$ cat src/rtl/ponylink_enc_8b10b.sv
// 8b/10b line encoder for the PonyLink packer stream; fills empty slots with K28.5.
// Define PONYLINK_ENC_COMMA_INSERT_EN to force a K28.5 after COMMA_PERIOD consecutive non-comma symbols.
module ponylink_enc_8b10b #(
  parameter int unsigned COMMA_PERIOD = 256
) (
  input  logic       clk,
  input  logic       resetn,
  input  logic [8:0] ser_tdata,
  input  logic       ser_tvalid,
  output logic       ser_tready,
  input  logic       sym_ready,
  output logic [9:0] sym_data,
  output logic       sym_rd,
  output logic       code_err
);

  localparam logic [7:0] K28_5 = 8'hBC;

  logic       force_comma;
  logic       k_legal;
  logic       bad_k;
  logic       use_idle;
  logic       enc_k;
  logic [7:0] enc_byte;
  logic [4:0] x5;
  logic [2:0] y3;
  logic [5:0] c6_n;
  logic [5:0] c6;
  logic [3:0] c4_n;
  logic [3:0] c4;
  logic       rd6;
  logic       alt7;
  logic       enc_rd;
  logic [9:0] code_w;
  logic [9:0] enc_sym;
  logic [9:0] sym_data_q;
  logic       sym_rd_q;
  logic       code_err_q;

  if (COMMA_PERIOD < 2 || COMMA_PERIOD > 65535) begin : g_bad_period
    $error("COMMA_PERIOD must lie in 2..65535");
  end

  assign ser_tready = resetn && sym_ready && !force_comma;
  assign k_legal    = (ser_tdata[4:0] == 5'd28) ||
                      (ser_tdata[7:0] inside {8'hF7, 8'hFB, 8'hFD, 8'hFE});
  assign bad_k      = ser_tvalid && ser_tdata[8] && !k_legal && !force_comma;
  assign use_idle   = force_comma || !ser_tvalid || bad_k;
  assign enc_k      = use_idle || ser_tdata[8];
  assign enc_byte   = use_idle ? K28_5 : ser_tdata[7:0];
  assign x5         = enc_byte[4:0];
  assign y3         = enc_byte[7:5];

  // 5b/6b RD- column, written abcdei with a in the MSB.
  always_comb begin
    // NOTE: default first so no path through the case can infer a latch.
    c6_n = 6'b000000;
    case (x5)
      5'd0:  c6_n = 6'b100111;  5'd1:  c6_n = 6'b011101;
      5'd2:  c6_n = 6'b101101;  5'd3:  c6_n = 6'b110001;
      5'd4:  c6_n = 6'b110101;  5'd5:  c6_n = 6'b101001;
      5'd6:  c6_n = 6'b011001;  5'd7:  c6_n = 6'b111000;
      5'd8:  c6_n = 6'b111001;  5'd9:  c6_n = 6'b100101;
      5'd10: c6_n = 6'b010101;  5'd11: c6_n = 6'b110100;
      5'd12: c6_n = 6'b001101;  5'd13: c6_n = 6'b101100;
      5'd14: c6_n = 6'b011100;  5'd15: c6_n = 6'b010111;
      5'd16: c6_n = 6'b011011;  5'd17: c6_n = 6'b100011;
      5'd18: c6_n = 6'b010011;  5'd19: c6_n = 6'b110010;
      5'd20: c6_n = 6'b001011;  5'd21: c6_n = 6'b101010;
      5'd22: c6_n = 6'b011010;  5'd23: c6_n = 6'b111010;
      5'd24: c6_n = 6'b110011;  5'd25: c6_n = 6'b100110;
      5'd26: c6_n = 6'b010110;  5'd27: c6_n = 6'b110110;
      5'd28: c6_n = 6'b001110;  5'd29: c6_n = 6'b101110;
      5'd30: c6_n = 6'b011110;  5'd31: c6_n = 6'b101011;
      default: c6_n = 6'b000000;
    endcase
    if (enc_k && x5 == 5'd28) c6_n = 6'b001111;
  end

  // D7 is balanced but still has a distinct RD+ form.
  assign c6  = (sym_rd_q && (($countones(c6_n) != 3) || x5 == 5'd7)) ? ~c6_n : c6_n;
  assign rd6 = sym_rd_q ^ ($countones(c6_n) != 3);

  assign alt7 = (!rd6 && (x5 inside {5'd17, 5'd18, 5'd20})) ||
                ( rd6 && (x5 inside {5'd11, 5'd13, 5'd14}));

  always_comb begin
    c4_n = 4'b0000;
    if (enc_k) begin
      case (y3)
        3'd0: c4_n = 4'b1011;  3'd1: c4_n = 4'b0110;
        3'd2: c4_n = 4'b1010;  3'd3: c4_n = 4'b1100;
        3'd4: c4_n = 4'b1101;  3'd5: c4_n = 4'b0101;
        3'd6: c4_n = 4'b1001;  3'd7: c4_n = 4'b0111;
        default: c4_n = 4'b0000;
      endcase
    end else begin
      case (y3)
        3'd0: c4_n = 4'b1011;  3'd1: c4_n = 4'b1001;
        3'd2: c4_n = 4'b0101;  3'd3: c4_n = 4'b1100;
        3'd4: c4_n = 4'b1101;  3'd5: c4_n = 4'b1010;
        3'd6: c4_n = 4'b0110;  3'd7: c4_n = alt7 ? 4'b0111 : 4'b1110;
        default: c4_n = 4'b0000;
      endcase
    end
  end

  // Every K 4b code has a distinct RD+ form, as does the balanced D.x.3.
  assign c4     = (rd6 && (enc_k || ($countones(c4_n) != 2) || y3 == 3'd3)) ? ~c4_n : c4_n;
  assign enc_rd = rd6 ^ ($countones(c4_n) != 2);
  assign code_w = {c6, c4};

  // Tables are written a-first; the line wants a in bit 0.
  always_comb begin
    enc_sym = '0;
    for (int i = 0; i < 10; i++) enc_sym[i] = code_w[9 - i];
  end

  always_ff @(posedge clk) begin
    // NOTE: non-blocking assignments so every register samples pre-edge values.
    if (!resetn) begin
      sym_data_q <= 10'h17C;
      sym_rd_q   <= 1'b1;
      code_err_q <= 1'b0;
    end else if (sym_ready) begin
      sym_data_q <= enc_sym;
      sym_rd_q   <= enc_rd;
      code_err_q <= bad_k;
    end else begin
      code_err_q <= 1'b0;
    end
  end

`ifdef PONYLINK_ENC_COMMA_INSERT_EN
  logic [15:0] comma_cnt_q;
  logic [15:0] comma_cnt_d;

  assign force_comma = (comma_cnt_q == 16'(COMMA_PERIOD));

  always_comb begin
    comma_cnt_d = comma_cnt_q;
    if (sym_ready) comma_cnt_d = (enc_k && enc_byte == K28_5) ? 16'd0 : comma_cnt_q + 16'd1;
  end

  always_ff @(posedge clk) begin
    if (!resetn) comma_cnt_q <= 16'd0;
    else         comma_cnt_q <= comma_cnt_d;
  end
`else
  assign force_comma = 1'b0;
`endif

  assign sym_data = sym_data_q;
  assign sym_rd   = sym_rd_q;
  assign code_err = code_err_q;

endmodule

$ cat config.mk
export PLATFORM = sky130hd
export DESIGN_NAME = ponylink_enc_8b10b
export DESIGN_NICKNAME = d
export VERILOG_FILES = /design/src/rtl/ponylink_enc_8b10b.sv
export SDC_FILE = /design/constraint.sdc
export NUM_CORES = 1
export LEC_CHECK = 0
export CAP_MARGIN = 40
export CORE_MARGIN = 2
export CORE_UTILIZATION = 55
export DETAILED_ROUTE_END_ITERATION = 12
export PLACE_DENSITY = 0.81
export SLEW_MARGIN = 10
export SYNTH_ARGS = -nofsm -noshare
export SYNTH_HDL_FRONTEND = slang
export SYNTH_SLANG_ARGS = --single-unit
export TNS_END_PERCENT = 5
$ cat constraint.sdc
create_clock -name clk -period 10.5 [get_ports clk]
set_input_delay 2.1 -clock clk [delete_from_list [all_inputs] [get_ports clk]]
set_output_delay 2.1 -clock clk [all_outputs]
set_load 0.02 [all_outputs]
---- Yosys cells after proc, flatten, opt, wreduce, memory -nomap -nowiden ----
Memories as Yosys holds them, arrays and structs flattened.
Cells that the tools add are included.
storage, ports and cells
  register bits ........................... 12
  memory bits (read-only) ................. 224
  bits of input ports ..................... 13
  output and inout bits ................... 13
  memories kept ........................... 2
memories
  name             depth  bits a word  read ports  clocked after memory_dff  write ports  RTL line  text
  (no name shown)  32     6            1           0                         0            58        case (x5)
  (no name shown)  8      4            1           0                         0            90        case (y3)
operators by class
  add/subtract/negate cells ............... 8
  equality and inequality tests ........... 22
  mux-type cells .......................... 7
  bitwise operators ....................... 4
  reductions and logical operators ........ 23
operator list
  kind                                                    count
  equality test 8 bit (second input constant)             4
  case mux 4 bit (8 select lines)                         1
  equality test 5 bit (second input constant)             5
  equality test 5 x 4 -> 1 bit (second input constant)    3
  equality test 3 bit (second input constant)             4
  2-to-1 mux 4 bit                                        3
  2-to-1 mux 6 bit                                        2
  adder 1 x 1 -> 2 bit                                    5
  logical AND 1 bit                                       8
  2-to-1 mux 8 bit                                        1
  logical OR 1 bit                                        7
  adder 2 x 2 -> 3 bit                                    2
  equality test 3 x 2 -> 1 bit (second input constant)    2
  NOT 6 bit                                               1
  nonzero test 3 bit                                      2
  equality test 5 x 3 -> 1 bit (second input constant)    1
  adder 3 x 2 -> 4 bit                                    1
  inequality test 4 x 2 -> 1 bit (second input constant)  1
  NOT 4 bit                                               1
  nonzero test 4 bit                                      1
  equality test 3 x 1 -> 1 bit (second input constant)    1
  logical NOT 1 bit                                       3
  logical NOT 3 bit                                       1
  inequality test 3 x 2 -> 1 bit (second input constant)  1
  other kinds (2)                                         3

---- Longest topological paths before layout ----
  depth in word-level cells ............... 28
  gate-level depth with buffers ........... 32

---- Worst setup path after synthesis ----
No wires, ideal clock.
  path type ............................... input to register
  start point ............................. input port ser_tdata[3]
  end point ............................... register sym_data_q[6] (netlist: sym_data[6])
  arrival time ............................ 9.047 ns
  required time ........................... 10.378 ns
  setup slack ............................. 1.331 ns
  stages .................................. 30
  path buffers ............................ 1
  cell sequence ........................... buf_4 > nand2_1 > o211ai_2 > a31o_2 > and2_1 > inv_1 > ha_1 > nor2_1 > nor3_1 > mux2i_1 > a21oi_1 > a311oi_1 > fa_1 > inv_1 > fa_1 > ha_1 > inv_1 > fa_1 > nand3b_1 > xnor2_2 > mux2i_1 > and2b_1 > o31ai_1 > fa_1 > ha_1 > ha_1 > nor3b_1 > a21oi_1 > mux2_1 > a311o_1
on the way
  longest elaborated chain between the ends .. 28
  elaborated cells on any way between the ends .. 56
RTL lines
  element                                                                            RTL line  text
  start, declared                                                                    8         input logic [8:0] ser_tdata,
  parallel branches: the longest is 27 deep, another holds memory read (32 x 6 bit)  -
  2-to-1 mux 4 bit (*)                                                               109       assign c4 = (rd6 && (enc_k || ($countones(c4_n) != 2) || y3 == 3'd3)) ? ~c4_n : c4_n;
  end signal, assigned                                                               126       sym_data_q <= enc_sym;
  end, declared                                                                      36        logic [9:0] sym_data_q;
Every way passes the cells marked *.
A chain may end at the register's enable or synchronous reset.

---- Worst setup path after layout ----
Ends and elaborated chain as after synthesis.

==> reports/qor.yml <==
avgSynthCellArea_um2: 7.622
core-area_um2: 3028
syn_area_um2: 1745
slowest_stage: "clkdlybuf4s50_1"
hold_viol_final: 0
yosys.cell_count.top_type: "nor2_1"
cts-buffers-inserted: 3
relSlewSlack: 0.6605
clock_skew_ns: 0.001809
fin_area_um2: 2108
antenna_found_initial: 0
cts_setup_buffers: 0
yosys_warnings: 0
routedWlPerCell_um: 14.77
grt_overflow: 0
yosys-top-cells-area: "dfxtp_1 (14%), ha_1 (7.9%), a21oi_1 (4.9%)"
synth_ff_type: "dfxtp_1"
ir_drop_mv: 0.08316
worstReg2RegStart: "sym_rd$_SDFFE_PN1P_"
initial_core_util: 0.5764
final.setup.tns_ns: 0
worst_pin_slew_ns: 0.5070
clk_latency_ns: 0.28
yosys_register_bits: 12
fmax_mhz: 100.9
cts_tree: "built"
post_dp_cell_area_um2: 2072
rows: 20
ys_types: 64
fin_crit_ns: 9.913
layout.nets: 286
place.port_buffers: 25
crit_fanout: 10
drive_gt1_frac: 0.1051
cts_max_level: 1
cts.clk_slew.worst_paths_ns: 0.08
grt_pass1_vias: 1603
crit_buf_inv: 5
cts_hold_buf: 0
vias: 1813
drcViolationCount: 0
cts_resized: 0
grt_first_pass_wirelength_um: 7369
place_congestion: 0.9356
synth_top_area_cell: "dfxtp_1"
worst-r2r-cell-count: 13
antenna_cells: 0
synth_nets: 257
netlist.area_leader.share: 0.1376
whs_ns: 0.4755
startpoint_type: "input pin"
report.final.slew_viol_count: 0
ys_seq_area_frac: 0.1376
critPathCaptureType: "flip-flop"
wirelength_um: 4447
dr.pass1.iters: 4
ys_async_sr_fraction: 0
setup_violations: 0
grt_max_degree: 21
hold_class: "flip-flop to flip-flop"
ios: 26
clk_path_buf_depth: 2
track_usage: 0.2625
post-route-util: 0.6963
clock_sinks: 12
postRouteAntennaNets: 0
area_growth_pct: 20.79
cp.depth: 32
critPathArrivalTime_ns: 10.09
worstHoldStart: "sym_data[4]$_SDFFE_PN1P_"
synth_cells: 229
cts_root_buffer: "clkbuf_4"
rsz0062_at_grt: "no"
synth_edf_count: 0
drtIter0Drc: 126
crit_family: "adder cells"
p_leak_uw: 0.0008822
power_uw: 257.6
cp-startpoint: "ser_tdata[3]"
slowest_delay_ns: 0.65
worstSetupPathType: "input pin to flip-flop"
via_per_inst: 6.023
cap_violations: 0
crit_required_ns: 10.68
fp.dieH_um: 60.34
cellPowerDensity_nw_per_um2: 122.2
yosys-top-cells-count: "nor2_1 (19), a21oi_1 (17), nand2_1 (16)"
die-area_um2: 3640
finalCritPeriodShare: 0.9441
place_hpwl_um: 3462
die_w_um: 60.34
outcome: "finished, final reports clean"
hold_depth: 2
worst paths after layout:
kind / to / slack (ns)
worst max register to register: sym_data[6]$_SDFFE_PN1P_ / 6.94
worst min-delay path: sym_data[4]$_SDFFE_PN1P_ / 0.48
worst min register to register: sym_data[4]$_SDFFE_PN1P_ / 0.48
worst max-delay path: sym_data[6]$_SDFFE_PN1P_ / 0.59
layout by cell type (no fill, tap or decap), types with 4 or more instances in the layout:
| master | n |
|---|---|
| a21oi_1 | 17 |
| a31oi_1 | 5 |
| buf_4 | 13 |
| clkdlybuf4s50_1 | 25 |
| dfxtp_1 | 12 |
| fa_1 | 4 |
| ha_1 | 11 |
| inv_1 | 15 |
| mux2i_1 | 5 |
| nand2_1 | 16 |
| nand2b_1 | 5 |
| nand3_1 | 6 |
| nor2_1 | 19 |
| nor2b_1 | 9 |
| nor3_1 | 7 |
| o211ai_1 | 5 |
| o21ai_0 | 10 |
| xnor2_1 | 5 |
per-layer routing:
layer,up-vias,GRT usage,share of wire
li1,900,-,-
met1,850,0.3602,0.45
met2,61,0.4379,0.49
met3,2,0.04264,0.047
met4,0,0.05079,0.0052
met5,-,0,0
cells by family (layout without fill, tap and decap cells):
kind of cell | count (synthesis) | count (layout) | share of synthesized area
AO/OA/AOI/OAI | 73 | 73 | 0.3018
XOR/XNOR | 7 | 7 | 0.03943
adder cells (fa/ha/maj) | 15 | 15 | 0.1247
buffers and inverters | 29 | 57 | 0.07598
flip-flops | 12 | 12 | 0.1376
multiplexers | 6 | 6 | 0.03513
AND/OR/NAND/NOR | 87 | 87 | 0.2853
cell type report:
| class | instances | area (um2) |
|---|---|---|
| multi-input combinational | 188 | 1373 |
| sequential | 12 | 240.2 |
| clock buffer | 4 | 36.28 |
| inverter | 15 | 56.30 |
| tap | 44 | 55.05 |
| fill | 272 | 919.6 |
| timing repair buffer | 38 | 347.8 |
through the flow:
stage,setup WS [ns],std cells
after floorplan,1.331,229
after global placement,0.6715,297
after detailed placement,0.3408,297
after CTS,0.6402,301
after global routing,0.08385,301
final,0.5872,301
sequential cells by signal, indices dropped and copies added, names as in the netlist:
signal	count
sym_rd	1
code_err	1
sym_data	10
power by group:
group | total (uW) | internal [uW] | leakage (uW) | switching (uW)
combinational | 158 | 73.1 | 0.000761 | 84.9
clock | 38.4 | 21.1 | 0.0000210 | 17.3
sequential | 61.3 | 55.0 | 0.0000998 | 6.27
total | 258 | 149 | 0.000882 | 108
worst register-to-register path: cells and delay by family (launching register included):
kind	cells	cell delay, ns
adders and majority gates	3	0.85
AOI/OAI and AO/OA	3	0.77
muxes	2	0.58
DFF	1	0.48
and+or+nand+nor	3	0.39
buffers and inverters	1	0.20
xor gates and xnor gates	1	0.17
(Power assumes the default switching activity.)
